[config.mk]
export PLATFORM = sky130hd
export DESIGN_NAME = fft_bitrev_reorder
export DESIGN_NICKNAME = d
export VERILOG_FILES = /design/src/rtl/fft_bitrev_reorder_pkg.sv /design/src/rtl/fft_bank_ram.sv /design/src/rtl/fft_bitrev_reorder.sv
export SDC_FILE = /design/constraint.sdc
export NUM_CORES = 1
export LEC_CHECK = 0
export CELL_PAD_IN_SITES_DETAIL_PLACEMENT = 0
export CELL_PAD_IN_SITES_GLOBAL_PLACEMENT = 1
export CORE_MARGIN = 8
export CORE_UTILIZATION = 34
export CTS_BUF_LIST = sky130_fd_sc_hd__clkbuf_4 sky130_fd_sc_hd__clkbuf_8 sky130_fd_sc_hd__clkbuf_16
export CTS_CLUSTER_SIZE = 30
export DETAILED_ROUTE_END_ITERATION = 8
export PLACE_DENSITY = 0.58
export REMOVE_ABC_BUFFERS = 1
export SLEW_MARGIN = 20
export SYNTH_ARGS = -nofsm -noshare
export SYNTH_HDL_FRONTEND = slang
export SYNTH_SLANG_ARGS = --single-unit
[constraint.sdc]
create_clock -name clk -period 2.3 [get_ports clk]
set_clock_uncertainty 0.15 [all_clocks]
set_input_delay 0.345 -clock clk [delete_from_list [all_inputs] [get_ports clk]]
set_output_delay 0.345 -clock clk [all_outputs]
set_load 0.05 [all_outputs]
[src/rtl/fft_bitrev_reorder_pkg.sv]
// Shared FFT constants, sample type, bank states
// and the bit-reversal helper.
package fft_bitrev_reorder_pkg;

  localparam int FFT_LOG2N = 3;
  localparam int FFT_W     = 16;

  typedef struct packed {
    logic signed [FFT_W-1:0] R;
    logic signed [FFT_W-1:0] I;
  } cplx_t;

  typedef enum logic [1:0] {
    BANK_EMPTY    = 2'd0,
    BANK_FILLING  = 2'd1,
    BANK_FULL     = 2'd2,
    BANK_DRAINING = 2'd3
  } bank_state_t;

  // Reverse the low 'bits' bits of k.
  function automatic logic [15:0] bitrev(
    input logic [15:0] k,
    input int unsigned bits
  );
    logic [15:0] r;
    r = '0;
    for (int j = 0; j < 16; j++) begin
      if (j < bits) r[j] = k[4'(bits - 1 - j)];
    end
    return r;
  endfunction

  function automatic logic writable(
    input bank_state_t s
  );
    return (s == BANK_EMPTY) ||
           (s == BANK_FILLING);
  endfunction

  function automatic logic readable(
    input bank_state_t s
  );
    return (s == BANK_FULL) ||
           (s == BANK_DRAINING);
  endfunction

endpackage

[src/rtl/fft_bank_ram.sv]
// One ping-pong bank: N x 2W storage,
// synchronous write, asynchronous read.
module fft_bank_ram #(
  parameter int AW = 3,
  parameter int DW = 32
) (
  input  logic          clk,
  input  logic          we,
  input  logic [AW-1:0] waddr,
  input  logic [DW-1:0] wdata,
  input  logic [AW-1:0] raddr,
  output logic [DW-1:0] rdata
);

  logic [DW-1:0] mem [1 << AW];

  // Sample storage; contents are don't-care
  // until the bank state says otherwise.
  always_ff @(posedge clk) begin
    if (we) mem[waddr] <= wdata;
  end

  assign rdata = mem[raddr];

endmodule

[src/rtl/fft_bitrev_reorder.sv]
// Bit-reversed to natural-order ping-pong reorder.
// FFT_REORDER_FRAME_CNT_EN adds the frame_cnt port.
module fft_bitrev_reorder
  import fft_bitrev_reorder_pkg::*;
#(
  parameter int LOG2N = FFT_LOG2N,
  parameter int W     = FFT_W
) (
  input  logic                clk,
  input  logic                rst,
  input  logic                in_valid,
  output logic                in_ready,
  input  logic signed [W-1:0] in_R,
  input  logic signed [W-1:0] in_I,
  output logic                out_valid,
  input  logic                out_ready,
  output logic signed [W-1:0] out_R,
  output logic signed [W-1:0] out_I,
  output logic                out_last
`ifdef FFT_REORDER_FRAME_CNT_EN
  ,
  output logic [15:0]         frame_cnt
`endif
);

  localparam logic [LOG2N-1:0] LAST = '1;

  bank_state_t st_q [2];
  bank_state_t st_d [2];

  logic             wbank_q;
  logic             rbank_q;
  logic [LOG2N-1:0] wcnt_q;
  logic [LOG2N-1:0] rptr_q;
  logic [LOG2N-1:0] waddr;
  logic [2*W-1:0]   rdata [2];
  logic [2*W-1:0]   rd_sel;
  logic             wr_en;
  logic             rd_ok;
  logic             load;

  assign in_ready = writable(st_q[wbank_q]);
  assign wr_en    = in_valid && in_ready;
  assign rd_ok    = readable(st_q[rbank_q]);
  assign load     = (!out_valid || out_ready)
                    && rd_ok;

  assign waddr = LOG2N'(
    bitrev(16'(wcnt_q), LOG2N));
  assign rd_sel = rdata[rbank_q];

  for (genvar b = 0; b < 2; b++) begin : g_bank
    fft_bank_ram #(
      .AW (LOG2N),
      .DW (2 * W)
    ) u_ram (
      .clk   (clk),
      .we    (wr_en && (wbank_q == 1'(b))),
      .waddr (waddr),
      .wdata ({in_R, in_I}),
      .raddr (rptr_q),
      .rdata (rdata[b])
    );
  end

  // Bank lifecycle: a bank is only ever written
  // or read in a given cycle, never both.
  always_comb begin
    for (int b = 0; b < 2; b++) begin
      st_d[b] = st_q[b];
      unique case (1'b1)
        (wr_en && wbank_q == 1'(b)):
          st_d[b] = (wcnt_q == LAST) ?
                    BANK_FULL : BANK_FILLING;
        (load && rbank_q == 1'(b)):
          st_d[b] = (rptr_q == LAST) ?
                    BANK_EMPTY : BANK_DRAINING;
        default: ;
      endcase
    end
  end

  // Bank state registers.
  always_ff @(posedge clk or posedge rst) begin
    if (rst) begin
      st_q[0] <= BANK_EMPTY;
      st_q[1] <= BANK_EMPTY;
    end else begin
      st_q[0] <= st_d[0];
      st_q[1] <= st_d[1];
    end
  end

  // Write count and read pointer; each bank
  // select flips when its side finishes a frame.
  always_ff @(posedge clk or posedge rst) begin
    if (rst) begin
      wcnt_q  <= '0;
      wbank_q <= 1'b0;
      rptr_q  <= '0;
      rbank_q <= 1'b0;
    end else begin
      if (wr_en) begin
        wcnt_q <= wcnt_q + 1'b1;
        if (wcnt_q == LAST)
          wbank_q <= ~wbank_q;
      end
      if (load) begin
        rptr_q <= rptr_q + 1'b1;
        if (rptr_q == LAST)
          rbank_q <= ~rbank_q;
      end
    end
  end

  // Output register: refills whenever it is
  // free or being consumed; data holds when idle.
  always_ff @(posedge clk or posedge rst) begin
    if (rst) begin
      out_valid <= 1'b0;
      out_R     <= '0;
      out_I     <= '0;
      out_last  <= 1'b0;
    end else if (load) begin
      out_valid <= 1'b1;
      out_R     <= $signed(rd_sel[2*W-1:W]);
      out_I     <= $signed(rd_sel[W-1:0]);
      out_last  <= (rptr_q == LAST);
    end else if (out_ready) begin
      out_valid <= 1'b0;
    end
  end

`ifdef FFT_REORDER_FRAME_CNT_EN
  // Counts frames as their last sample is loaded.
  always_ff @(posedge clk or posedge rst) begin
    if (rst) begin
      frame_cnt <= '0;
    end else if (load && rptr_q == LAST) begin
      frame_cnt <= frame_cnt + 16'd1;
    end
  end
`endif

endmodule

==> flow_metrics.tcl <==
set metrics [dict create \
    synth-seq-cells 556 \
    synthTopCellsByCount "edfxtp_1 (512), mux4_2 (128), dfrtp_1 (44), a22o_1 (33)" \
    grt_busiest_layer "met2" \
    root_buffer "clkbuf_16" \
    min_period_ps 2194 \
    ant_nets 0 \
    dieHeight_um 263.9 \
    area_growth_pct 21.47 \
    numClockSinks 556 \
    io_pins 71 \
    power.total_mw 30.83 \
    worst_pin_slew_ps 581.7 \
    first_pass_iters 4 \
    path_clk_slew_ps 60 \
    place_hpwl_mm 28.56 \
    stdcell_area_sq_um 25380 \
    drive_gt1_share_pct 29.09 \
    worstPathMaxFanout 14 \
    ys_async_sr_fraction_pct 7.914 \
    rsz0062_at_grt "false" \
    finalMaxSlewViolations 0 \
    synth_cells 886 \
    avgViaCountPerCell 5.200 \
    use_met2_pct 23.24 \
    start_util_pct 34.10 \
    final_nets 1082 \
    route.detailed.wl_per_inst_um 26.44 \
    ys_seq_area_share_pct 78.86 \
    crit_type "flip-flop to flip-flop" \
    syn_area_per_cell_sq_um 23.58 \
    synth_area_sq_um 20890 \
    gp_congestion 0.7015 \
    grt_overflow 0 \
    drc 0 \
    grt_pass1_vias 10530 \
    min_period_over_period_pct 95.40 \
    vdd_drop_max_v 0.0006065 \
    met1_usage_pct 19.42 \
    leakage_nw 8.454 \
    die_area_sq_um 69630 \
    yosysTopAreaCell "edfxtp_1" \
    setup_viol 0 \
    synth_flop_cell "edfxtp_1" \
    via_count 9745 \
    hold_path.class "flip-flop to flip-flop" \
    dpl_cell_area_sq_um 23590 \
    drt_iter0_markers 718 \
    numCtsBuffers 56 \
    max_cap_violations 0 \
    die-width_um 263.9 \
    end_kind "flip-flop" \
    max_clock_freq_mhz 455.8 \
    hold_viol 0 \
    power_density_nw_per_um2 1215 \
    crit_arrival_ps 2520 \
    met3_usage_pct 2.957 \
    grt_pass1_wl_mm 73.19 \
    rows 91 \
    max_slew_margin_pct 61.10 \
    ctsLongestPathBuffers 3 \
    outcome "completed" \
    yosys_warnings 0 \
    synth_most_common_cell "edfxtp_1" \
    grt_max_degree 45 \
    yosysTopAreaCellShare_pct 73.59 \
    cts_setup_buffers 0 \
    antenna_found_initial 5 \
    drt-total-wl_mm 49.54 \
    tritoncts "done" \
    num-fill-cells 5343 \
    port_buffers 70 \
    grt_usage_pct 14.18 \
    clk_latency_ps 590 \
    critPathLaunchType "flip-flop" \
    synth_cell_types 31 \
    core_sq_um 61260 \
    critPathRequiredTime_ps 2620 \
    synth_edf_count 512 \
    synth_area_leaders "edfxtp_1 (74%), mux4_2 (14%), dfrtp_1 (5.3%)" \
    cts.htree.levels 2 \
]
[critical path, cell delays in order (launching register included)]
cell and delay (ps):
dfrtp_4 460, buf_12 190, buf_12 190, mux4_2 530, a32o_1 280, a211o_1 280
[repair_timing]
item / CTS / global route
gates resized for setup: 34 / 0
hold endpoints to repair: 28 / 0
endpoints found under the setup margin: 34 / 0
hold buffers: 1 / 0
[metal layers]
layer	vias up	part of all wire (%)
met2	229	48
met4	6	1.7
met3	64	5.2
met5	-	0.075
met1	5286	45
li1	4160	-
[state kept, by name (all words and copies together) (netlist names)]
signal,flops
out_valid,1
rbank_q,1
rptr_q,3
wbank_q,1
st_q,2
g_bank.u_ram.mem,512
wcnt_q,3
out_last,1
out_R,16
out_I,16
[where the power goes]
| part | internal [mW] | switching, mW |
|---|---|---|
| Clock | 5.23 | 3.73 |
| Sequential | 12.1 | 0.656 |
| Combinational | 4.22 | 4.88 |
| Total | 21.6 | 9.26 |
[cells in the final DEF, fill, tap and decap left out, types with 2 or more instances in the layout]
cell             instances
nor3_2                   2
dfrtp_1                 41
buf_12                  53
nor2_4                   2
clkbuf_4                14
a211o_1                 32
bufinv_16                5
mux2_2                   4
clkdlybuf4s50_1         35
dfrtp_4                  2
buf_4                   17
and2_2                   4
a32o_1                  32
inv_6                    2
inv_1                    3
clkbuf_16               56
clkinv_1                16
a22o_1                  33
xnor2_1                  2
edfxtp_1               512
nand2_1                  6
clkinv_2                 7
dlygate4sd2_1           34
nor2_1                   2
and3_2                  12
ha_1                     9
mux4_2                 128
[cell type report]
| type | count | area [sq um] | share of cell area [%] |
|---|---|---|---|
| Sequential cell | 556 | 16480 | 64.96 |
| Multi-Input combinational cell | 279 | 4224 | 16.65 |
| Clock buffer | 71 | 1520 | 5.991 |
| Antenna cell | 1 | 2.502 | 0.009861 |
| Inverter | 4 | 15.01 | 0.05917 |
| Timing Repair Buffer | 140 | 1847 | 7.277 |
| Clock inverter | 33 | 295.3 | 1.164 |
| Tap cell | 790 | 988.4 | 3.895 |
[worst paths after layout]
path | start | end | slack, ps | depth (start not counted)
setup / recovery | rptr_q[0] | out_R[5] | 110 | 5
hold / removal | out_R[4] | out_R[4] | 330 | 1
setup reg to reg | rptr_q[0] | out_R[5] | 110 | 5
hold reg to reg | out_R[4] | out_R[4] | 330 | 1
max in group asynchronous | rst | rptr_q[1] | 1120 | 4
min in group asynchronous | rst | out_R[5] | 560 | 4
[metrics by stage]
stage          worst slack [ps]  utilization [%]  hold WS [ps]  instances  TNS (ps)
6_report                  105.8            41.43         333.9       1874         0
2_1_floorplan             -4123                -         293.9        839   -157400
3_3_place_gp             -68.70            38.51         330.8       1768    -201.8
3_5_place_dp             -58.95            38.51         335.3       1768    -189.8
4_1_cts                   75.38            41.42         300.4       1873         0
5_1_grt                   54.39            41.42         368.4       1873         0
[cells by family after synthesis]
kind of cell / synth area share, %
AOI/OAI and AO/OA: 4.414
xor gates and xnor gates: 0.08386
adders and majority gates: 0.5390
buffers and inverters: 1.144
DFF: 78.86
muxes: 14.06
and+or+nand+nor: 0.8924
Note: power is estimated with default switching activity, not from simulation.
